File: src/rtl/if_id_fetch_stage.sv
// if_id_fetch_stage: PC/fetch FSM with one-entry skid buffer feeding the IF/ID register and decoded fields.
module if_id_fetch_stage #(
    parameter int                  PC_WIDTH = 32,
    parameter logic [PC_WIDTH-1:0] RESET_PC = '0
) (
    input  logic                clk,
    input  logic                rst_n,
    output logic                imem_req,
    output logic [PC_WIDTH-1:0] imem_addr,
    input  logic                imem_ready,
    input  logic [31:0]         imem_rdata,
    input  logic                stall,
    input  logic                flush,
    input  logic                branch_taken,
    input  logic [PC_WIDTH-1:0] branch_target,
    output logic                if_id_valid,
    output logic [31:0]         if_id_instr,
    output logic [PC_WIDTH-1:0] if_id_pc4,
    output logic [5:0]          opcode,
    output logic [4:0]          rs,
    output logic [4:0]          rt,
    output logic [4:0]          rd,
    output logic [4:0]          shamt,
    output logic [5:0]          funct,
    output logic [15:0]         imm16
);
    localparam logic [1:0] S_WAIT  = 2'd0;
    localparam logic [1:0] S_FETCH = 2'd1;
    localparam logic [1:0] S_HELD  = 2'd2;

    logic [1:0]          r_state, w_state_nx;
    logic [PC_WIDTH-1:0] r_pc, w_pc_nx, w_pc4;
    logic                r_valid, w_valid_nx, w_ld;
    logic [31:0]         r_instr, w_instr_nx;
    logic [PC_WIDTH-1:0] r_pc4, w_pc4_nx;
    logic [31:0]         r_skid_instr;
    logic [PC_WIDTH-1:0] r_skid_pc4;
    logic                w_skid_ld, w_done;

    assign imem_req  = r_state == S_FETCH;
    assign imem_addr = r_pc;
    assign w_done    = imem_req & imem_ready;
    assign w_pc4     = r_pc + PC_WIDTH'(4);

    // w_ld with zeroed next values means the IF/ID register takes a bubble
    always_comb begin
        w_state_nx = r_state;
        w_pc_nx    = r_pc;
        w_ld       = 1'b0;
        w_valid_nx = 1'b0;
        w_instr_nx = '0;
        w_pc4_nx   = '0;
        w_skid_ld  = 1'b0;
        if (r_state == S_WAIT) begin
            w_state_nx = S_FETCH;
        end else if (branch_taken) begin
            w_pc_nx    = {branch_target[PC_WIDTH-1:2], 2'b00};
            w_ld       = 1'b1;
            w_state_nx = S_FETCH;
        end else if (flush) begin
            w_ld = 1'b1;
            if (r_state == S_HELD) begin
                w_pc_nx    = r_skid_pc4 - PC_WIDTH'(4);
                w_state_nx = S_FETCH;
            end
        end else if (r_state == S_FETCH) begin
            if (w_done) begin
                w_pc_nx = w_pc4;
                if (stall) begin
                    w_skid_ld  = 1'b1;
                    w_state_nx = S_HELD;
                end else begin
                    w_ld       = 1'b1;
                    w_valid_nx = 1'b1;
                    w_instr_nx = imem_rdata;
                    w_pc4_nx   = w_pc4;
                end
            end else begin
                w_ld = !stall;
            end
        end else if (!stall) begin
            w_ld       = 1'b1;
            w_valid_nx = 1'b1;
            w_instr_nx = r_skid_instr;
            w_pc4_nx   = r_skid_pc4;
            w_state_nx = S_FETCH;
        end
    end

    always_ff @(posedge clk or negedge rst_n) begin
        if (!rst_n) begin
            r_state      <= S_WAIT;
            r_pc         <= RESET_PC;
            r_valid      <= 1'b0;
            r_instr      <= '0;
            r_pc4        <= '0;
            r_skid_instr <= '0;
            r_skid_pc4   <= '0;
        end else begin
            r_state <= w_state_nx;
            r_pc    <= w_pc_nx;
            if (w_ld) begin
                r_valid <= w_valid_nx;
                r_instr <= w_instr_nx;
                r_pc4   <= w_pc4_nx;
            end
            if (w_skid_ld) begin
                r_skid_instr <= imem_rdata;
                r_skid_pc4   <= w_pc4;
            end
        end
    end

    assign if_id_valid = r_valid;
    assign if_id_instr = r_instr;
    assign if_id_pc4   = r_pc4;
    assign opcode      = r_instr[31:26];
    assign rs          = r_instr[25:21];
    assign rt          = r_instr[20:16];
    assign rd          = r_instr[15:11];
    assign shamt       = r_instr[10:6];
    assign funct       = r_instr[5:0];
    assign imm16       = r_instr[15:0];
endmodule

File: config.mk
export PLATFORM = sky130hd
export DESIGN_NAME = if_id_fetch_stage
export DESIGN_NICKNAME = d
export VERILOG_FILES = /design/src/rtl/if_id_fetch_stage.sv
export SDC_FILE = /design/constraint.sdc
export NUM_CORES = 1
export LEC_CHECK = 0
export BUFFER_PORTS_ARGS = -buffer_cell sky130_fd_sc_hd__buf_4
export CORE_ASPECT_RATIO = 0.8
export CORE_UTILIZATION = 25
export CTS_BUF_LIST = sky130_fd_sc_hd__clkbuf_8
export DETAILED_ROUTE_END_ITERATION = 8
export GPL_TIMING_DRIVEN = 0
export PLACE_DENSITY = 0.49
export SETUP_SLACK_MARGIN = 0.1
export SYNTH_ARGS = -nofsm -noshare
export SYNTH_HDL_FRONTEND = slang
export SYNTH_SLANG_ARGS = --single-unit
File: constraint.sdc
create_clock -name clk -period 4.05 [get_ports clk]
set_input_delay 0.405 -clock clk [delete_from_list [all_inputs] [get_ports clk]]
set_output_delay 0.405 -clock clk [all_outputs]
set_load 0.005 [all_outputs]
==> results of run 1 <==
## flip-flops by register name, summed over array words and instances (netlist names)
| register | cells |
|---|---|
| r_state | 2 |
| if_id_pc4 | 32 |
| imem_addr | 32 |
| r_skid_pc4 | 32 |
| r_skid_instr | 32 |
| if_id_instr | 32 |
| if_id_valid | 1 |
## power groups by stage
stage | clock network [mW] | registers, mW | logic [mW]
floorplan | 0 | 2.11 | 0.694
global placement | 0 | 2.19 | 1.13
detailed placement | 0 | 2.19 | 1.15
CTS | 1.26 | 2.16 | 1.16
global route | 1.31 | 2.21 | 1.28
finish | 1.21 | 2.16 | 1.16
## layer usage
metal | vias up | routed length [um]
met5 | - | 0
met1 | 3728 | 14570
met2 | 231 | 13900
met3 | 30 | 1828
met4 | 0 | 449
li1 | 3601 | -
## worst min-delay path by stage
stage	startpoint	endpoint	cells after the start
after floorplan	rst_n	if_id_instr[0]	0
after global placement	if_id_pc4[0]	if_id_pc4[0]	2
after detailed placement	rst_n	if_id_pc4[24]	1
after CTS	imem_rdata[22]	r_skid_instr[22]	2
after global routing	imem_rdata[31]	r_skid_instr[31]	2
final	imem_rdata[22]	r_skid_instr[22]	2
## what timing repair did
item / CTS / global route
hold buffers: 1 / 0
endpoints found under the hold margin: 73 / 0
setup endpoints to repair: 0 / 0
## cell families (layout without fill, tap and decap cells)
group | after synthesis | in the layout | share of synthesized area [%]
DFF | 163 | 163 | 47.18
adders and majority gates | 2 | 2 | 0.2894
buffers and inverters | 118 | 363 | 7.439
muxes | 62 | 62 | 7.743
other | 0 | 1 | 0
xor gates and xnor gates | 53 | 53 | 5.370
AOI/OAI and AO/OA | 228 | 228 | 15.98
and+or+nand+nor | 263 | 263 | 15.99
## synthesized netlist by cell type, drive strengths merged (7+ instances only)
cell type  count
a22o           9
xor2          27
inv            9
a22oi         22
nor2          42
nand3b         7
or3            7
nor3b         22
mux2          39
nand4         16
o21ai        107
a21oi         45
nor4          12
and3          12
nor3           9
nand3         18
clkbuf        48
dfrtp        163
xnor2         26
mux2i         23
nand2        102
buf           61
## critical path: stages, from the launching register on
cell and delay [ps]:
dfrtp_1 440, inv_1 100, ha_1 240, or4b_4 530
nor3_1 790, nand2_1 310, mux2i_1 240, nor2_1 60
a221o_1 260
## stage by stage
step | utilization [%] | area (um2) | hold slack (ps) | total power [mW]
after floorplan | - | 8645 | 109.4 | 2.802
after global placement | 31.93 | 10810 | 472.4 | 3.321
after detailed placement | 32.03 | 10850 | 426.2 | 3.346
after CTS | 33.19 | 11240 | 116.9 | 4.584
after global routing | 33.20 | 11240 | 136.7 | 4.797
final | 33.20 | 11240 | 172.0 | 4.527
## area by class of cell
| cell class | instances | area share, % |
|---|---|---|
| Sequential cell | 163 | 36.29 |
| Multi-Input combinational cell | 608 | 34.90 |
| Timing Repair Buffer | 213 | 14.49 |
| Buffer | 109 | 5.421 |
| Tap cell | 465 | 5.176 |
| Clock buffer | 19 | 2.327 |
| Clock inverter | 13 | 1.069 |
| Inverter | 9 | 0.3006 |
| Antenna cell | 1 | 0.02226 |
==> impl_metrics.yaml, run 1 <==
status:
  outcome: "finished clean"
global_route:
  grt_pass1_wl_um: 46710
  grt.total_usage_pct: 17.56
  grt_pass1_vias: 7512
  grt_max_degree: 91
  grt_antenna_before_repair: 1
  grtUsageMet3_pct: 4.010
  grt_use_met2_pct: 26.75
  met1_usage_pct: 24.56
  overflow: 0
  gr-max-usage-layer: "met2"
yosys:
  synth_cell_type_count: 58
  synthTopCellsByArea: "dfrtp_1 47%, o21ai_0 6.2%, mux2_2 5.1%"
  synth-seq-cells: 163
  ys_seq_area_share_pct: 47.18
  synth_edf_count: 0
  synthesis.area_um2: 8645
  syn_inst: 889
  synth.avg_cell_area_um2: 9.724
  syn_nets: 961
  async_flop_share_pct: 100.0
  yosys.area.top_type_share_pct: 47.18
  yosysTopAreaCell: "dfrtp_1"
  synth_flop_cell: "dfrtp_1"
  yosys_warnings: 0
timing:
  rsz0062_at_grt: "false"
  period_needed_ps: 3085
  finalHoldViolCount: 0
  max-slew-margin-rel_pct: 18.89
  timing.fmax_mhz: 324.1
  setup_viol: 0
  fin_tns_setup_ps: 0
  worst_slack_ps: 964.9
  fin_skew_ps: 25.51
  fin_crit_sh_pct: 76.18
  slew_violations: 0
  worst_pin_slew_ps: 1207
cts:
  cts_buffers: 17
  ctsResizeCount: 0
  clock_path_buffers: 2
  clock_latency_ps: 480
  htreeDepth: 4
  cts_tree: "yes"
  cts_root_buf: "clkbuf_8"
  postCtsSetupRepairBufs: 0
  cts_sinks: 163
  path_clk_slew_ps: 110
worst_setup_path:
  crit_type: "flip-flop to flip-flop"
  critical_path.startpoint_type: "flip-flop"
  endpoint: "imem_addr[20]"
  crit_fanout: 5
  setup.worst_path.start: "r_skid_pc4[2]"
  reg2reg_to: "imem_addr[20]"
  end_kind: "flip-flop"
  reg2regPathDepth: 8
  critPathArrivalTime_ps: 3460
  r2r-start: "r_skid_pc4[2]"
  cp.required_ps: 4430
  reg2reg_slack_ps: 960
pwr:
  p_per_area_nw_per_um2: 402.8
  swShare_pct: 34.08
  switching_power_mw: 1.543
  p_seq_share_pct: 47.8
  peakVddDrop_v: 0.0002032
  leakage_nw: 5.117
  pwr-share-clk_pct: 26.7
  intPower_mw: 2.985
  p_comb_share_pct: 25.5
cells_and_area:
  fin_nets: 1193
  area_growth_pct: 30.02
  finalNonFillerCells: 1600
  regArea_um2: 4079
  num-fill-cells: 3571
  final_common_cell: "buf_4"
  multi_input_area_um2: 3923
  final_cell_mix: "260 x buf_4, 163 x dfrtp_1, 107 x o21ai_0"
  drive_above_1_share_pct: 30.95
placed_design:
  dp_cells: 1566
  pre_cts_ws_ps: 1016
  dpl.hpwl_um: 22430
  place.gp.congestion: 0.8433
  port_buffers: 211
routing:
  vias: 7590
  routed_wl_um: 30750
  drtIter0Drc: 445
  firstDrtPassIters: 5
  wl_per_cell_um: 19.22
  antenna_left: 0
  drc: 0
  viasPerCell: 4.744
floorplan:
  num_rows: 60
  ios: 216
  die_area_um2: 35330
  start_util_pct: 25.53
  coreArea_um2: 33860
  fp.dieH_um: 168.3
  die_width_um: 209.9
flow_run:
  drv_cap: 0
min_path:
  hold_path_class: "primary input to flip-flop"
Power figures use the tool's default switching activity.
==> run 2, diff against run 1 <==
ABC_AREA = 1   (was default)
PLACE_DENSITY = 0.48   (was 0.49)
clock period = 3.15 ns   (was 4.05 ns; I/O delays follow)
==> run 2 against run 1 <==
Non-clock buffer count down 5. Total power grew 45%. Critical endpoint is now if_id_pc4[17]. Critical path depth did not move.
==> impl_metrics.yaml, run 2 <==
status:
  outcome: "finished clean"
yosys:
  yosys.area.top_type_share_pct: 43.73
  ys_top_cells_by_count: "468 x nand2_1, 163 x dfrtp_1, 141 x nor2_1"
  synth_edf_count: 0
  synthTopCellsByArea: "dfrtp_1 44%, nand2_1 19%, o21ai_0 5.8%"
  synth.avg_cell_area_um2: 7.148
  yosys_warnings: 0
  async_flop_share_pct: 100.0
  synthesis.area_um2: 9328
  ys_seq_area_share_pct: 43.73
  yosysMostFrequentCell: "nand2_1"
  synth-seq-cells: 163
  yosysTopAreaCell: "dfrtp_1"
  syn_inst: 1305
  synth_flop_cell: "dfrtp_1"
  syn_nets: 1377
  synth_cell_type_count: 38
cts:
  postCtsSetupRepairBufs: 0
  cts_tree: "yes"
  clock_path_buffers: 2
  cts_root_buf: "clkbuf_8"
  path_clk_slew_ps: 110
  ctsResizeCount: 0
  clock_latency_ps: 490
  cts_buffers: 17
  htreeDepth: 4
  cts_sinks: 163
placed_design:
  port_buffers: 212
  pre_cts_ws_ps: 813.2
  dpl.hpwl_um: 29160
  place.gp.congestion: 0.9151
  dpl_cell_area_um2: 11550
  dp_cells: 1998
timing:
  setup_viol: 0
  fin_hold_ws_ps: 36.06
  period_needed_ps: 2419
  slew_violations: 0
  timing.fmax_mhz: 413.4
  finalHoldViolCount: 0
  max-slew-margin-rel_pct: 50.41
  fin_crit_sh_pct: 76.79
  rsz0062_at_grt: "false"
  worst_slack_ps: 731.0
  fin_skew_ps: 19.21
  worst_pin_slew_ps: 743.9
  fin_tns_setup_ps: 0
min_path:
  min-delay-start: "imem_rdata[9]"
  hold_path_class: "primary input to flip-flop"
  whs_endpoint: "r_skid_instr[9]"
  hold_depth: 3
routing:
  viasPerCell: 4.575
  vias: 9291
  firstDrtPassIters: 5
  wl_per_cell_um: 18.43
  antenna_left: 0
  drtIter0Drc: 772
  routed_wl_um: 37440
  drc: 0
cells_and_area:
  area_growth_pct: 28.48
  final_util_pct: 33.01
  drive_above_1_share_pct: 22.70
  final_common_cell: "nand2_1"
  final_cell_mix: "468 x nand2_1, 264 x buf_4, 163 x dfrtp_1"
  diodes: 0
  fin_nets: 1610
  finalNonFillerCells: 2031
  fin_area_um2: 11980
floorplan:
  die_width_um: 218.0
  die_area_um2: 38090
  fp.dieH_um: 174.8
  num_rows: 62
  ios: 216
  start_util_pct: 25.69
  coreArea_um2: 36300
worst_setup_path:
  critical_path.startpoint_type: "flip-flop"
  reg2reg_slack_ps: 730
  reg2regPathDepth: 8
  critPathArrivalTime_ps: 2780
  reg2reg_to: "if_id_pc4[17]"
  r2r-start: "imem_addr[2]"
  cp.required_ps: 3510
  crit_type: "flip-flop to flip-flop"
  crit_fanout: 7
  end_kind: "flip-flop"
global_route:
  grt_antenna_before_repair: 0
  grt_max_degree: 114
  grt_pass1_vias: 8691
  overflow: 0
  grt_pass1_wl_um: 55790
  grt.total_usage_pct: 19.72
pwr:
  p_per_area_nw_per_um2: 549.3
  total_power_mw: 6.583
  leakage_nw: 6.022
  peakVddDrop_v: 0.0002535
flow_run:
  drv_cap: 0
-- run 2: cell families (layout without fill, tap and decap cells) --
logic type | count (synthesis) | count (layout) | share of synthesized area [%]
flops | 163 | 163 | 43.73
buf+inv | 194 | 440 | 10.73
fa+ha+maj | 2 | 2 | 0.2682
simple gates | 706 | 706 | 30.65
xor+xnor | 16 | 16 | 1.502
compound gates | 224 | 224 | 13.12
-- run 2: final cells by class --
type	instances	area, um2
buffer	103	656.9
clock buffer	20	275.3
clock inverter	12	143.9
fill	3981	24320
inverter	91	344.1
multi-input combinational	948	4248
sequential	163	4079
tap	480	600.6
timing repair buffer	214	1637
-- run 2: routing by layer --
metal	track usage, %	part of all wire, %
met5	0	0
met2	27.71	41
met1	30.54	52
met4	3.293	0.89
met3	4.421	6.2
-- run 2: worst max-delay path, stage by stage, from the launching register on --
cell and delay (ps):
dfrtp_1 570, inv_1 230, nor2_1 230, nand2_1 150, nor2_2 290, xnor2_1 350
o21ai_0 300, nand2_1 140, nand2_1 50
-- run 2: how the worst max path moves through the flow --
| stage | from | endpoint | slack [ps] | depth (start not counted) |
|---|---|---|---|---|
| 3_3_place_gp | rst_n | r_skid_instr[23] | 610 | 1 |
| 6_report | imem_addr[2] | if_id_pc4[17] | 730 | 8 |
| 2_1_floorplan | imem_addr[2] | if_id_pc4[18] | 1500 | 10 |
| 5_1_grt | imem_addr[2] | if_id_pc4[24] | 560 | 9 |
| 4_1_cts | imem_addr[2] | if_id_pc4[24] | 790 | 9 |
| 3_5_place_dp | imem_addr[2] | if_id_pc4[24] | 810 | 9 |
-- run 2: report_power, final --
group / internal, mW / switching [mW] / total [mW]
sequential: 2.45 / 0.423 / 2.87
combinational: 0.765 / 1.25 / 2.02
clock: 0.787 / 0.907 / 1.69
total: 4.00 / 2.58 / 6.58
-- run 2: timing repair --
action,4_1_cts,5_1_grt
hold buffers,1,0
hold endpoints to repair,50,0
setup endpoints to repair,0,0
==> run 3, diff against run 2 <==
clock period = 2.5 ns   (was 3.15 ns; I/O delays follow)
==> run 3 against run 2 <==
Utilization grew 0.91 points. Count of clock-buffer cells in the layout is the same. Maximum frequency grew 8.2%. Clock power grew 26%. Die area is the same. Non-clock buffer count grew 32. Setup slack lost 470 ps. Critical path type unchanged. Highest routed layer unchanged.
==> impl_metrics.yaml, run 3 (synthesis gave the netlist of run 2 again) <==
global_route:
  grt_pass1_vias: 8849
  grt.total_usage_pct: 19.83
  gr-max-usage-layer: "met1"
  overflow: 0
  grt_antenna_before_repair: 0
  grt_pass1_wl_um: 56280
  met1_usage_pct: 30.87
  grt_use_met2_pct: 27.99
  grt_max_degree: 114
  grtUsageMet3_pct: 4.073
timing:
  rsz0062_at_grt: "true"
  fin_tns_setup_ps: 0
  max-slew-margin-rel_pct: 51.56
  period_needed_ps: 2236
  fin_skew_ps: 18.47
  setup_viol: 0
  slew_violations: 0
  timing.fmax_mhz: 447.2
  fin_hold_ws_ps: 93.42
  worst_pin_slew_ps: 726.6
  finalHoldViolCount: 0
  fin_crit_sh_pct: 89.44
  worst_slack_ps: 264.0
worst_setup_path:
  crit_buf_inv: 1
  reg2regPathDepth: 8
  path_cells: "inv_1 > nor2_1 > nand2_1 > nor2_2 > xnor2_1 > o21ai_0 > nand2_1 > nand2_1"
  cp.required_ps: 2860
  cp_slowest_cell: "dfrtp_2"
  critPathMaxStageDelay_ps: 490
  end_kind: "flip-flop"
  reg2reg_to: "if_id_pc4[17]"
  reg2reg_slack_ps: 260
  critPathArrivalTime_ps: 2600
  crit_type: "flip-flop to flip-flop"
  crit_fanout: 7
  critical_path.startpoint_type: "flip-flop"
  crit_top_cell: "nand2_1"
  r2r-start: "imem_addr[2]"
  path_delay_family: "simple AND/OR/NAND/NOR gates"
routing:
  wl_per_cell_um: 18.28
  drtIter0Drc: 778
  antenna_left: 0
  drc: 0
  routed_wl_um: 37710
  vias: 9459
  firstDrtPassIters: 5
  viasPerCell: 4.585
cts:
  clock_path_buffers: 2
  clock_latency_ps: 480
  cts_tree: "yes"
  htreeDepth: 4
  postCtsSetupRepairBufs: 0
  cts_root_buf: "clkbuf_8"
  cts_buffers: 17
  path_clk_slew_ps: 90
  cts_sinks: 163
placed_design:
  dpl.hpwl_um: 29160
  port_buffers: 212
  pre_cts_ws_ps: 163.2
  place.gp.congestion: 0.9151
cells_and_area:
  final_common_cell: "nand2_1"
  area_growth_pct: 32.03
  drive_above_1_share_pct: 22.43
  fin_nets: 1642
  diodes: 0
  final_util_pct: 33.92
  final_cell_mix: "468 x nand2_1, 264 x buf_4, 162 x dfrtp_1"
floorplan:
  die_area_um2: 38090
  die_width_um: 218.0
  num_rows: 62
  start_util_pct: 25.69
  ios: 216
  coreArea_um2: 36300
  fp.dieH_um: 174.8
pwr:
  leakage_nw: 6.155
  total_power_mw: 8.342
  p_per_area_nw_per_um2: 677.4
  peakVddDrop_v: 0.0003204
min_path:
  hold_path_class: "primary input to flip-flop"
  min-delay-start: "branch_target[6]"
  hold_depth: 3
  whs_endpoint: "imem_addr[6]"
status:
  outcome: "finished clean"
flow_run:
  drv_cap: 0
==> run 3: changes by cell type in the layout (fill, tap and decap cells not counted) <==
cell,change
dfrtp_2,+1
o21ai_1,+1
xor2_1,-1
o21ai_0,-1
dfrtp_1,-1
nor2_2,+1
nor2_1,-1
dlygate4sd3_1,+32
xor2_2,+1
==> run 3: what timing repair did <==
| action | CTS | global route |
|---|---|---|
| hold buffers | 33 | 0 |
| hold endpoints to repair | 82 | 0 |
| endpoints found under the setup margin | 0 | 14 |
| gates resized for setup | 0 | 4 |
==> run 3: worst max-delay path by stage <==
stage	from	slack, ps	to	depth (start not counted)
floorplan	imem_addr[2]	850	if_id_pc4[18]	10
global placement	rst_n	30	r_skid_instr[23]	1
detailed placement	imem_addr[2]	160	if_id_pc4[24]	9
CTS	imem_addr[2]	140	if_id_pc4[24]	9
global route	imem_addr[2]	60	imem_addr[20]	12
finish	imem_addr[2]	260	if_id_pc4[17]	8
==> run 3: layout make-up <==
class                   count  area, um2
flip-flops and latches    163       4080
fillers                  3961      23990
plain buffers             103      656.9
inverters                  91      344.1
well taps                 480      600.6
clock buffers              20      275.3
clock inverters            12      143.9
multi-input cells         948       4258
repair buffers            246       1957
==> run 3: stage by stage <==
stage / cell area, um2 / std cells
6_report: 12320 / 2063
5_1_grt: 12320 / 2063
4_1_cts: 12300 / 2063
3_5_place_dp: 11550 / 1998
3_3_place_gp: 11520 / 1997
2_1_floorplan: 9328 / 1305
==> run 3: power by group <==
| part | switching, mW | leakage [nW] | internal, mW |
|---|---|---|---|
| logic | 1.59 | 3.86 | 0.998 |
| registers | 0.533 | 2.08 | 3.09 |
| clock network | 1.14 | 0.209 | 0.992 |
==> run 3: routing by layer <==
layer | vias up | share of wire (%) | wire length, um
met2 | 284 | 41 | 15650
li1 | 4654 | - | -
met3 | 20 | 6.0 | 2258
met1 | 4501 | 52 | 19510
met4 | 0 | 0.78 | 296
met5 | - | 0 | 0
==> run 3: worst reg2reg max path, delay by kind of cell, from the launching register on <==
family / cells / cell delay [ps]
buffers and inverters: 1 / 180
AND/OR/NAND/NOR: 5 / 840
AO/OA/AOI/OAI: 1 / 270
flip-flops: 1 / 490
XOR/XNOR: 1 / 340
